`src/rtl/decodificador_teclado_pkg.sv`:
```
// Shared types and key codes for the keypad digit producer.
// Internal key codes: 0-9 digits, A '*', B '#', C-F the letter keys.
package decodificador_teclado_pkg;

  localparam int MAX_DIGITS = 20;

  localparam logic [3:0] DIGITO_VAZIO    = 4'hF;
  localparam logic [3:0] TECLA_ASTERISCO = 4'hA;
  localparam logic [3:0] TECLA_HASH      = 4'hB;
  localparam logic [3:0] TECLA_LETRA_MIN = 4'hC;
  localparam logic [3:0] TECLA_LETRA_MAX = 4'hF;

  typedef logic [MAX_DIGITS-1:0][3:0] senhaPac_t;

  localparam senhaPac_t SENHA_VAZIA = {MAX_DIGITS{DIGITO_VAZIO}};

  function automatic logic uma_coluna(input logic [3:0] col);
    return $countones(~col) == 1;
  endfunction

  // col carries exactly one low bit when this is called; bit 0 is the leftmost column.
  function automatic logic [3:0] mapa_tecla(input logic [1:0] lin, input logic [3:0] col);
    logic [1:0] c;
    c = 2'd0;
    for (int i = 0; i < 4; i++)
      if (!col[i]) c = 2'(i);
    case ({lin, c})
      4'b00_00: return 4'h1;
      4'b00_01: return 4'h2;
      4'b00_10: return 4'h3;
      4'b00_11: return TECLA_LETRA_MIN;
      4'b01_00: return 4'h4;
      4'b01_01: return 4'h5;
      4'b01_10: return 4'h6;
      4'b01_11: return 4'hD;
      4'b10_00: return 4'h7;
      4'b10_01: return 4'h8;
      4'b10_10: return 4'h9;
      4'b10_11: return 4'hE;
      4'b11_00: return TECLA_ASTERISCO;
      4'b11_01: return 4'h0;
      4'b11_10: return TECLA_HASH;
      default:  return TECLA_LETRA_MAX;
    endcase
  endfunction

endpackage

```
`src/rtl/decodificador_teclado_if.sv`:
```
// Keypad pins plus the digit handoff towards operacional.
// master is the keypad decoder, slave the keypad/operacional side.
interface decodificador_teclado_if;
  import decodificador_teclado_pkg::*;

  logic       teclado_en;
  logic [3:0] col_matriz;
  logic [3:0] lin_matriz;
  senhaPac_t  digitos_value;
  logic       digitos_valid;

  modport master (
    input  teclado_en, col_matriz,
    output lin_matriz, digitos_value, digitos_valid
  );

  modport slave (
    output teclado_en, col_matriz,
    input  lin_matriz, digitos_value, digitos_valid
  );

endinterface

```
`src/rtl/decodificador_teclado_varredura.sv`:
```
// Row scanner, press/release debounce and key map for the 4x4 keypad.
// Emits a one-cycle o_tecla_pulse with the key code when a press is accepted.
module varredura_teclado
  import decodificador_teclado_pkg::*;
#(
  parameter int SCAN_CYCLES     = 1000,
  parameter int DEBOUNCE_CYCLES = 20000
) (
  input  logic       clk,
  input  logic       rst,
  input  logic       i_en,
  input  logic [3:0] i_col,
  output logic [3:0] o_lin,
  output logic [3:0] o_tecla_code,
  output logic       o_tecla_pulse,
  output logic       o_ocupado
);

  localparam int SCAN_W = $clog2(SCAN_CYCLES + 1);
  localparam int DEB_W  = $clog2(DEBOUNCE_CYCLES + 1);

  localparam logic [1:0] ST_SCAN     = 2'd0;
  localparam logic [1:0] ST_DEBOUNCE = 2'd1;
  localparam logic [1:0] ST_HOLD     = 2'd2;

  logic [1:0]        r_estado;
  logic [1:0]        r_linha;
  logic [SCAN_W-1:0] r_cnt_scan;
  logic [DEB_W-1:0]  r_cnt_deb;
  logic [3:0]        r_padrao;
  logic              r_ativo;
  logic [3:0]        r_code;
  logic              r_pulse;

  always_ff @(posedge clk or negedge rst) begin
    if (!rst) begin
      r_estado   <= ST_SCAN;
      r_linha    <= 2'd0;
      r_cnt_scan <= '0;
      r_cnt_deb  <= '0;
      r_padrao   <= 4'hF;
      r_ativo    <= 1'b0;
      r_code     <= DIGITO_VAZIO;
      r_pulse    <= 1'b0;
    end else begin
      r_ativo <= i_en;
      r_pulse <= 1'b0;
      // The first enabled cycle only arms the scan so row 0 gets a full window.
      if (!i_en || !r_ativo) begin
        r_estado   <= ST_SCAN;
        r_linha    <= 2'd0;
        r_cnt_scan <= '0;
        r_cnt_deb  <= '0;
        r_padrao   <= 4'hF;
      end else begin
        case (r_estado)
          ST_SCAN: begin
            if (uma_coluna(i_col)) begin
              r_padrao   <= i_col;
              r_estado   <= ST_DEBOUNCE;
              r_cnt_deb  <= '0;
              r_cnt_scan <= '0;
            end else if (r_cnt_scan == SCAN_W'(SCAN_CYCLES - 1)) begin
              r_cnt_scan <= '0;
              r_linha    <= r_linha + 2'd1;
            end else begin
              r_cnt_scan <= r_cnt_scan + 1'b1;
            end
          end
          ST_DEBOUNCE: begin
            if (i_col != r_padrao) begin
              r_estado  <= ST_SCAN;
              r_cnt_deb <= '0;
            end else if (r_cnt_deb == DEB_W'(DEBOUNCE_CYCLES - 1)) begin
              r_estado  <= ST_HOLD;
              r_cnt_deb <= '0;
              r_code    <= mapa_tecla(r_linha, r_padrao);
              r_pulse   <= 1'b1;
            end else begin
              r_cnt_deb <= r_cnt_deb + 1'b1;
            end
          end
          ST_HOLD: begin
            if (i_col != 4'hF) begin
              r_cnt_deb <= '0;
            end else if (r_cnt_deb == DEB_W'(DEBOUNCE_CYCLES - 1)) begin
              r_estado  <= ST_SCAN;
              r_cnt_deb <= '0;
            end else begin
              r_cnt_deb <= r_cnt_deb + 1'b1;
            end
          end
          default: r_estado <= ST_SCAN;
        endcase
      end
    end
  end

  assign o_lin         = r_ativo ? ~(4'b0001 << r_linha) : 4'hF;
  assign o_tecla_code  = r_code;
  assign o_tecla_pulse = r_pulse;
  assign o_ocupado     = (r_estado != ST_SCAN);

endmodule

```
`src/rtl/decodificador_teclado.sv`:
```
// Keypad digit producer: accumulates debounced digits and hands the sequence
// to operacional on '#', with '*' clear, idle timeout and enable gating.
module decodificador_teclado
  import decodificador_teclado_pkg::*;
#(
  parameter int SCAN_CYCLES     = 1000,
  parameter int DEBOUNCE_CYCLES = 20000,
  parameter int TIMEOUT_CYCLES  = 5000000,
  parameter int MAX_DIGITS      = 20
) (
  input logic                     clk,
  input logic                     rst,
  decodificador_teclado_if.master bus
);

  localparam int TO_W = $clog2(TIMEOUT_CYCLES + 1);

  logic [3:0] w_tecla_code;
  logic       w_tecla_pulse;
  logic       w_ocupado;
  logic [3:0] w_lin;

  senhaPac_t       r_buffer;
  senhaPac_t       r_value;
  logic            r_valid;
  logic [TO_W-1:0] r_timeout;

  varredura_teclado #(
    .SCAN_CYCLES    (SCAN_CYCLES),
    .DEBOUNCE_CYCLES(DEBOUNCE_CYCLES)
  ) u_varredura (
    .clk          (clk),
    .rst          (rst),
    .i_en         (bus.teclado_en),
    .i_col        (bus.col_matriz),
    .o_lin        (w_lin),
    .o_tecla_code (w_tecla_code),
    .o_tecla_pulse(w_tecla_pulse),
    .o_ocupado    (w_ocupado)
  );

  always_ff @(posedge clk or negedge rst) begin
    if (!rst) begin
      r_buffer  <= SENHA_VAZIA;
      r_value   <= SENHA_VAZIA;
      r_valid   <= 1'b0;
      r_timeout <= '0;
    end else begin
      r_valid <= 1'b0;
      if (!bus.teclado_en) begin
        r_buffer  <= SENHA_VAZIA;
        r_timeout <= '0;
      end else if (w_tecla_pulse) begin
        // A digit beats a same-cycle timeout: the counter never runs during HOLD.
        if (w_tecla_code <= 4'h9) begin
          r_buffer  <= {r_buffer[MAX_DIGITS-2:0], w_tecla_code};
          r_timeout <= '0;
        end else if (w_tecla_code == TECLA_HASH) begin
          r_value   <= r_buffer;
          r_valid   <= 1'b1;
          r_buffer  <= SENHA_VAZIA;
          r_timeout <= '0;
        end else if (w_tecla_code == TECLA_ASTERISCO) begin
          r_buffer  <= SENHA_VAZIA;
          r_timeout <= '0;
        end
      end else if (r_buffer[0] != DIGITO_VAZIO && !w_ocupado) begin
        if (r_timeout == TO_W'(TIMEOUT_CYCLES - 1)) begin
          r_buffer  <= SENHA_VAZIA;
          r_timeout <= '0;
        end else begin
          r_timeout <= r_timeout + 1'b1;
        end
      end
    end
  end

  assign bus.lin_matriz    = w_lin;
  assign bus.digitos_value = r_value;
  assign bus.digitos_valid = r_valid;

endmodule
```
`src/flat_wrapper.sv`:
```
// flat-port wrapper written by rule: the top's interface ports become plain ports
module decodificador_teclado_flat import decodificador_teclado_pkg::*;
#(
  parameter int SCAN_CYCLES     = 1000,
  parameter int DEBOUNCE_CYCLES = 20000,
  parameter int TIMEOUT_CYCLES  = 5000000,
  parameter int MAX_DIGITS      = 20
)
  (clk, rst, bus_teclado_en, bus_col_matriz, bus_lin_matriz, bus_digitos_value, bus_digitos_valid);
  decodificador_teclado_if bus_i ();
  input logic clk;
  input logic rst;
  input wire logic [$bits(bus_i.teclado_en)-1:0] bus_teclado_en;
  input wire logic [$bits(bus_i.col_matriz)-1:0] bus_col_matriz;
  output wire logic [$bits(bus_i.lin_matriz)-1:0] bus_lin_matriz;
  output wire logic [$bits(bus_i.digitos_value)-1:0] bus_digitos_value;
  output wire logic [$bits(bus_i.digitos_valid)-1:0] bus_digitos_valid;
  assign bus_i.teclado_en = bus_teclado_en;
  assign bus_i.col_matriz = bus_col_matriz;
  assign bus_lin_matriz = bus_i.lin_matriz;
  assign bus_digitos_value = bus_i.digitos_value;
  assign bus_digitos_valid = bus_i.digitos_valid;
  decodificador_teclado #(.SCAN_CYCLES(SCAN_CYCLES), .DEBOUNCE_CYCLES(DEBOUNCE_CYCLES), .TIMEOUT_CYCLES(TIMEOUT_CYCLES), .MAX_DIGITS(MAX_DIGITS)) u_core (.clk(clk), .rst(rst), .bus(bus_i));
endmodule
```
`config.mk`:
```
export PLATFORM = sky130hd
export DESIGN_NAME = decodificador_teclado_flat
export DESIGN_NICKNAME = d
export VERILOG_FILES = /design/src/rtl/decodificador_teclado_pkg.sv /design/src/rtl/decodificador_teclado_if.sv /design/src/rtl/decodificador_teclado_varredura.sv /design/src/rtl/decodificador_teclado.sv /design/src/flat_wrapper.sv
export SDC_FILE = /design/constraint.sdc
export NUM_CORES = 1
export LEC_CHECK = 0
export ABC_AREA = 1
export BUFFER_PORTS_ARGS = -buffer_cell sky130_fd_sc_hd__buf_4
export CORE_MARGIN = 5
export CORE_UTILIZATION = 50
export CTS_CLUSTER_DIAMETER = 40
export DETAILED_ROUTE_END_ITERATION = 8
export PLACE_DENSITY = 0.66
export SLEW_MARGIN = 10
export SYNTH_ARGS = -nofsm -noshare
export SYNTH_HDL_FRONTEND = slang
export SYNTH_HIERARCHICAL = 1
export SYNTH_SLANG_ARGS = --single-unit
```
`constraint.sdc`:
```
create_clock -name clk -period 2.5 [get_ports clk]
set_input_delay 0.125 -clock clk [delete_from_list [all_inputs] [get_ports clk]]
set_output_delay 0.125 -clock clk [all_outputs]
set_load 0.05 [all_outputs]
```
### After elaboration in Yosys (flattened, before gate mapping)

Memory sizes are Yosys's and may differ from the RTL's. A register that Yosys moved wholly into a read port is not among the register bits.
Cells that the tools add are included.

* add/sub/neg operators: 7
* $lt $le $gt $ge: 1
* equal/unequal tests: 19
* shifts and indexed selects: 1
* multiplexer cells: 54
* bitwise logic cells: 5
* reductions and logical operators: 20

Operator list (count)
* $mux W80: 7
* $mux W23: 7
* $mux W15: 5
* $pmux W15 S3: 1
* $mux W10: 4
* $mux W2: 16
* $add A23 B1 Y23 const B: 1
* $eq A23 B23 Y1 const B: 1
* $mux W4: 4
* $add A15 B1 Y15 const B: 1
* $eq A15 B15 Y1 const B: 1
* $ne A4 B4 Y1 const B: 3
* $reduce_and A4 Y1: 3
* $add A10 B1 Y10 const B: 1
* $eq A10 B10 Y1 const B: 1
* $mux W1: 9
* $ne A3 B3 Y1 const B: 3
* $eq A4 B4 Y1 const B: 2
* $not A4 Y4: 2
* $reduce_bool A2 Y1: 4
* $ne A3 B1 Y1 const B: 2
* $pmux W2 S3: 1
* $reduce_and A2 Y1: 3
* $reduce_and A3 Y1: 2
* other kinds (17): 23

* flip-flop bits (word level): 219
* bits in read-only memories: 64
* input port bits: 7
* output and inout bits: 85
* word-level logic and storage cells: 157
* memories: 1

Memory list
* (no name shown): words 16, width 4, read ports 1, clocked after memory_dff 1, write ports 0, line decodificador_teclado_pkg.sv:27 `case ({lin, c})`

### Longest topological paths before layout

* word-level depth: 7
* mapped depth: 13

### By module

The synthesis kept the hierarchy.

By module, submodules not included
* decodificador_teclado: instances 1, cells each 1009, area each 8206.6 um^2
* varredura_teclado: instances 1, cells each 351, area each 2700.1 um^2

### Least setup slack after synthesis

OpenSTA, ideal clock, no wires.

* path type: input to register
* start: input bus_col_matriz[0]
* end: register u_core.u_varredura.r_cnt_deb[13]
* setup time: 0.073 ns
* data arrival time: 1.957 ns
* data required time: 2.427 ns
* slack: 0.470 ns
* stages: 12
* path buffers: 0
* path through: fa_1 > inv_1 > ha_1 > ha_1 > nand3b_1 > nand2_2 > nand2_4 > nor2_1 > nand2_1 > o21ai_0 > inv_1 > a21oi_2

* cells in the longest elaborated chain, start to end: 6

Ends and longest elaborated chain
* start, declared: line flat_wrapper.sv:14 `input wire logic [$bits(bus_i.col_matriz)-1:0] bus_col_matriz;`
* $not A4 Y4: line decodificador_teclado_pkg.sv:18 `return $countones(~col) == 1;`
* $add A1 B1 Y2 (not written as such): line decodificador_teclado_pkg.sv:18
* $add A2 B2 Y3 (not written as such): line decodificador_teclado_pkg.sv:18
* $eq A3 B1 Y1: line decodificador_teclado_pkg.sv:18
* $ne A3 B3 Y1 (no source line)
* $reduce_and A2 Y1 (no source line)
* end signal, assigned: line decodificador_teclado_varredura.sv:80 `r_cnt_deb <= r_cnt_deb + 1'b1;`
* end signal, assigned: line decodificador_teclado_varredura.sv:90 `r_cnt_deb <= r_cnt_deb + 1'b1;`
* end, declared: line decodificador_teclado_varredura.sv:29 `logic [DEB_W-1:0] r_cnt_deb;`

Several ways; a longest one is shown, not always the timed one.
A chain may end at the register's enable or synchronous reset.

### Worst setup path in the final report

* start: input bus_col_matriz[0]
* end: register u_core.u_varredura.r_cnt_deb[10]

The elaborated chain is that of the path after synthesis.

==> summary.md <==
| Metric | Value |
|---|---|
| Status | complete, no violations |
| Setup tns final | 0 ns |
| ANT cells | 0 |
| Cell taking the most area after synthesis | dfstp_2 |
| CP Class | in2reg |
| Synth top area cells | dfstp_2, nand2_1, dfrtp_1 |
| Fin cells | about 1.8k |
| Clk_skew | around 0.015 ns |
| Core Util, Final | approximately three fifths |
| Final min period | about 2.3 ns |
| Final setup viols | 0 |
| Pin count of the biggest net entering global routing | roughly 100 |
| Global Route Usage Sum | a little under a fifth |
| TritonCTS Buffers | 31 |
| Vias | approximately 8.6k |
| Slew Viols, Final | 0 |
| Vias per cell | slightly below 5 |
| Leakage | about 6.3 nW |
| Drt pass-1 iters | 5 |
| IO Port Bufs | slightly above 90 |
| CP startpoint kind | input port |
| Final antenna-violating net count | 0 |
| RSZ-0062 raised after global routing | no |
| Period utilisation layout | between 90 and 100% |
| Met1 wire length | around 11 mm |
| Number of top-level pins | 92 |
| Cell count after synthesis | about 1.4k |
| Grt ovf | 0 |
| Critical path arrival | between 2 and 3 ns |
| Die width | between 150 and 200 µm |
| Ys flop type | dfstp_2 |
| Clock transition at the registers of the reported paths | roughly 0.05 ns |
| Nets | 1,478 |
| # placed instances | 1,695 |
| Post-synthesis average cell area | roughly 8 µm² |
| DRC | 0 |
| Placer Congestion | slightly below 0.9 |
| Top sig layer | met4 |
| Min-Delay Path Class | in2async |
| Core area | approximately 22,000 µm² |
| H-tree depth | 1 |
| Initial core utilization | just over 50% |
| Max-slew headroom | between 50% and 60% |
| Clock root buffer | clkbuf_16 |
| Worst vdd ir | between 0.5 and 0.6 mV |
| Die ar. | ~25,000 µm² |
| Power per cell area | 731.7 nW/µm² |
| Chip height | 157.7 µm |
| CTS Buffer Depth | 3 |
| Reg2Reg Depth | 11 |
| Seq/Total Area, Yosys | between 50% and 60% |
| Post-Syn Area | approximately 11,000 µm² |
| Metal2 WL | roughly 11 mm |
| Clock Sinks | roughly 220 |
| Initial antenna violation count | 0 |
| Fmax | 429.4 MHz |
| Number of enable flip-flop cells after synthesis | 0 |
| HPWL after DPL | roughly 15 mm |
| Layout cells sized above 1 | ~26% |
| Starting DRT DRC Count | approximately 470 |
| Synthesized flop and latch total | 223 |
| First-pass GRT wire length | 40.14 mm |
| Layout area overhead | 19.86% |
| Crit end category | register |
| Crit Path Max Fanout | 16 |
| Final hold violations | 0 |
| Synth warn | 6 |
| Worst skew pair latency | roughly 0.56 ns |
| Post-synth ARST share | 100.0% |
| Synth top area share | about two fifths |
| Clock tree from TritonCTS | yes |
| Distinct cells, synth | 46 |
| Num rows | 54 |
| WL met3 | about 1.1 mm |
| Worst-margin pin slew | roughly 0.65 ns |
| # fillers | 1,925 |
| Net Count, Synth | 1,384 |
| Wire per inst | roughly 13 µm |
| Worst path required time | approximately 3 ns |
| Number of global-route vias before repair | 8,566 |
| Max-cap violations | 0 |
| Routed wire length | about 23 mm |
## through the flow
stage | hold WS, ns | worst slack (ns) | instance area, µm² | power (mW)
3_5_place_dp | 0.1800 | 0.1284 | 11870 | 4.905
4_1_cts | 0.1841 | 0.1482 | 13070 | 9.688
6_report | 0.1567 | 0.1712 | 13070 | 9.565
2_1_floorplan | -0.1706 | 0.4704 | 10910 | 4.656
5_1_grt | 0.2293 | 0.003571 | 13070 | 9.995
3_3_place_gp | 0.1853 | 0.2005 | 11870 | 4.887
## state kept, by name, indices dropped and copies added, names as in the netlist, 2 cells and up
name / count
u_core/u_varredura/r_cnt_deb: 15
u_core/r_timeout: 23
u_core/bus.digitos_value: 80
u_core/u_varredura/r_linha: 2
u_core/u_varredura/r_cnt_scan: 10
u_core/u_varredura/r_estado: 2
u_core/u_varredura/r_padrao: 4
u_core/u_varredura/o_tecla_code: 4
u_core/r_buffer: 80
## path summary, 6_finish.rpt
path | from | endpoint | slack (ns)
min | rst | u_core/u_varredura/r_ativo | 0.16
max reg2reg | u_core/u_varredura/r_estado[1] | u_core/r_buffer[47] | 0.32
min reg2reg | u_core/r_buffer[40] | u_core/r_buffer[40] | 0.47
min in group clk | bus_teclado_en | u_core/u_varredura/r_ativo | 0.31
max in group asynchronous | rst | u_core/bus.digitos_value[20] | 1.50
max | bus_col_matriz[0] | u_core/u_varredura/r_cnt_deb[10] | 0.17
## routing by layer
| metal | vias to the layer above | track usage, % |
|---|---|---|
| met5 | - | 0 |
| met2 | 171 | 32.23 |
| met3 | 38 | 2.652 |
| met1 | 4041 | 26.14 |
| li1 | 4385 | - |
| met4 | 0 | 4.465 |
## Yosys cell counts (all sizes together), types with 16 or more instances
library cell / instances
nor2: 120
clkbuf: 16
dfrtp: 55
inv: 163
buf: 34
dfstp: 168
nand3: 42
nand4: 17
ha: 16
nand2: 562
o21ai: 97
## power by group
part	internal, mW	switching [mW]	leakage (nW)	total (mW)
combinational	0.228	0.539	3.27	0.767
sequential	3.97	0.122	2.51	4.09
clock	3.03	1.67	0.560	4.71
total	7.23	2.33	6.34	9.56
## cell type report
cell class	instances	area, µm²	share of cell area (%)
Inverter	163	619.3	4.738
Clock buffer	36	834.6	6.384
Clock inverter	22	306.5	2.345
Sequential cell	223	5791	44.30
Timing Repair Buffer	111	943.4	7.217
Tap cell	280	350.3	2.680
Multi-Input combinational cell	924	4228	32.34
## cell usage in the layout, fill, tap and decap left out, drive strengths merged, types with 5 or more instances in the layout
master	count
clkbuf	36
xor2	5
buf	105
dlygate4sd3	6
dfrtp	55
clkinv	10
nand3b	6
a21oi	15
nand3	42
ha	16
nor3	15
o21ai	97
nand2	562
nor2	120
nand4	17
inv	167
dfstp	168
bufinv	6
## cell families (layout without fill, tap and decap cells)
kind of cell | count (synthesis) | after routing | share of synthesized area, %
simple gates | 771 | 771 | 29.14
flops | 223 | 223 | 53.09
buf+inv | 213 | 332 | 8.363
compound gates | 129 | 129 | 6.826
fa+ha+maj | 17 | 17 | 2.019
xor+xnor | 7 | 7 | 0.5621
## worst max-delay path, stage by stage
cell and delay [ns]:
dlygate4sd3_1 0.54, buf_4 0.15, fa_1 0.52, inv_1 0.04, ha_1 0.17, ha_1 0.26, nand3b_1 0.22, nand2_2 0.14
nand2_4 0.10, inv_6 0.15, nand2_2 0.09, o21bai_1 0.13, a21boi_1 0.16
## what timing repair did
item                                    CTS  global route
hold endpoints to repair                 87             0
hold buffers                              6             0
setup buffers                             0             0
resized for setup                         0             1
endpoints found under the setup margin    0             2
(Power assumes the default switching activity.)
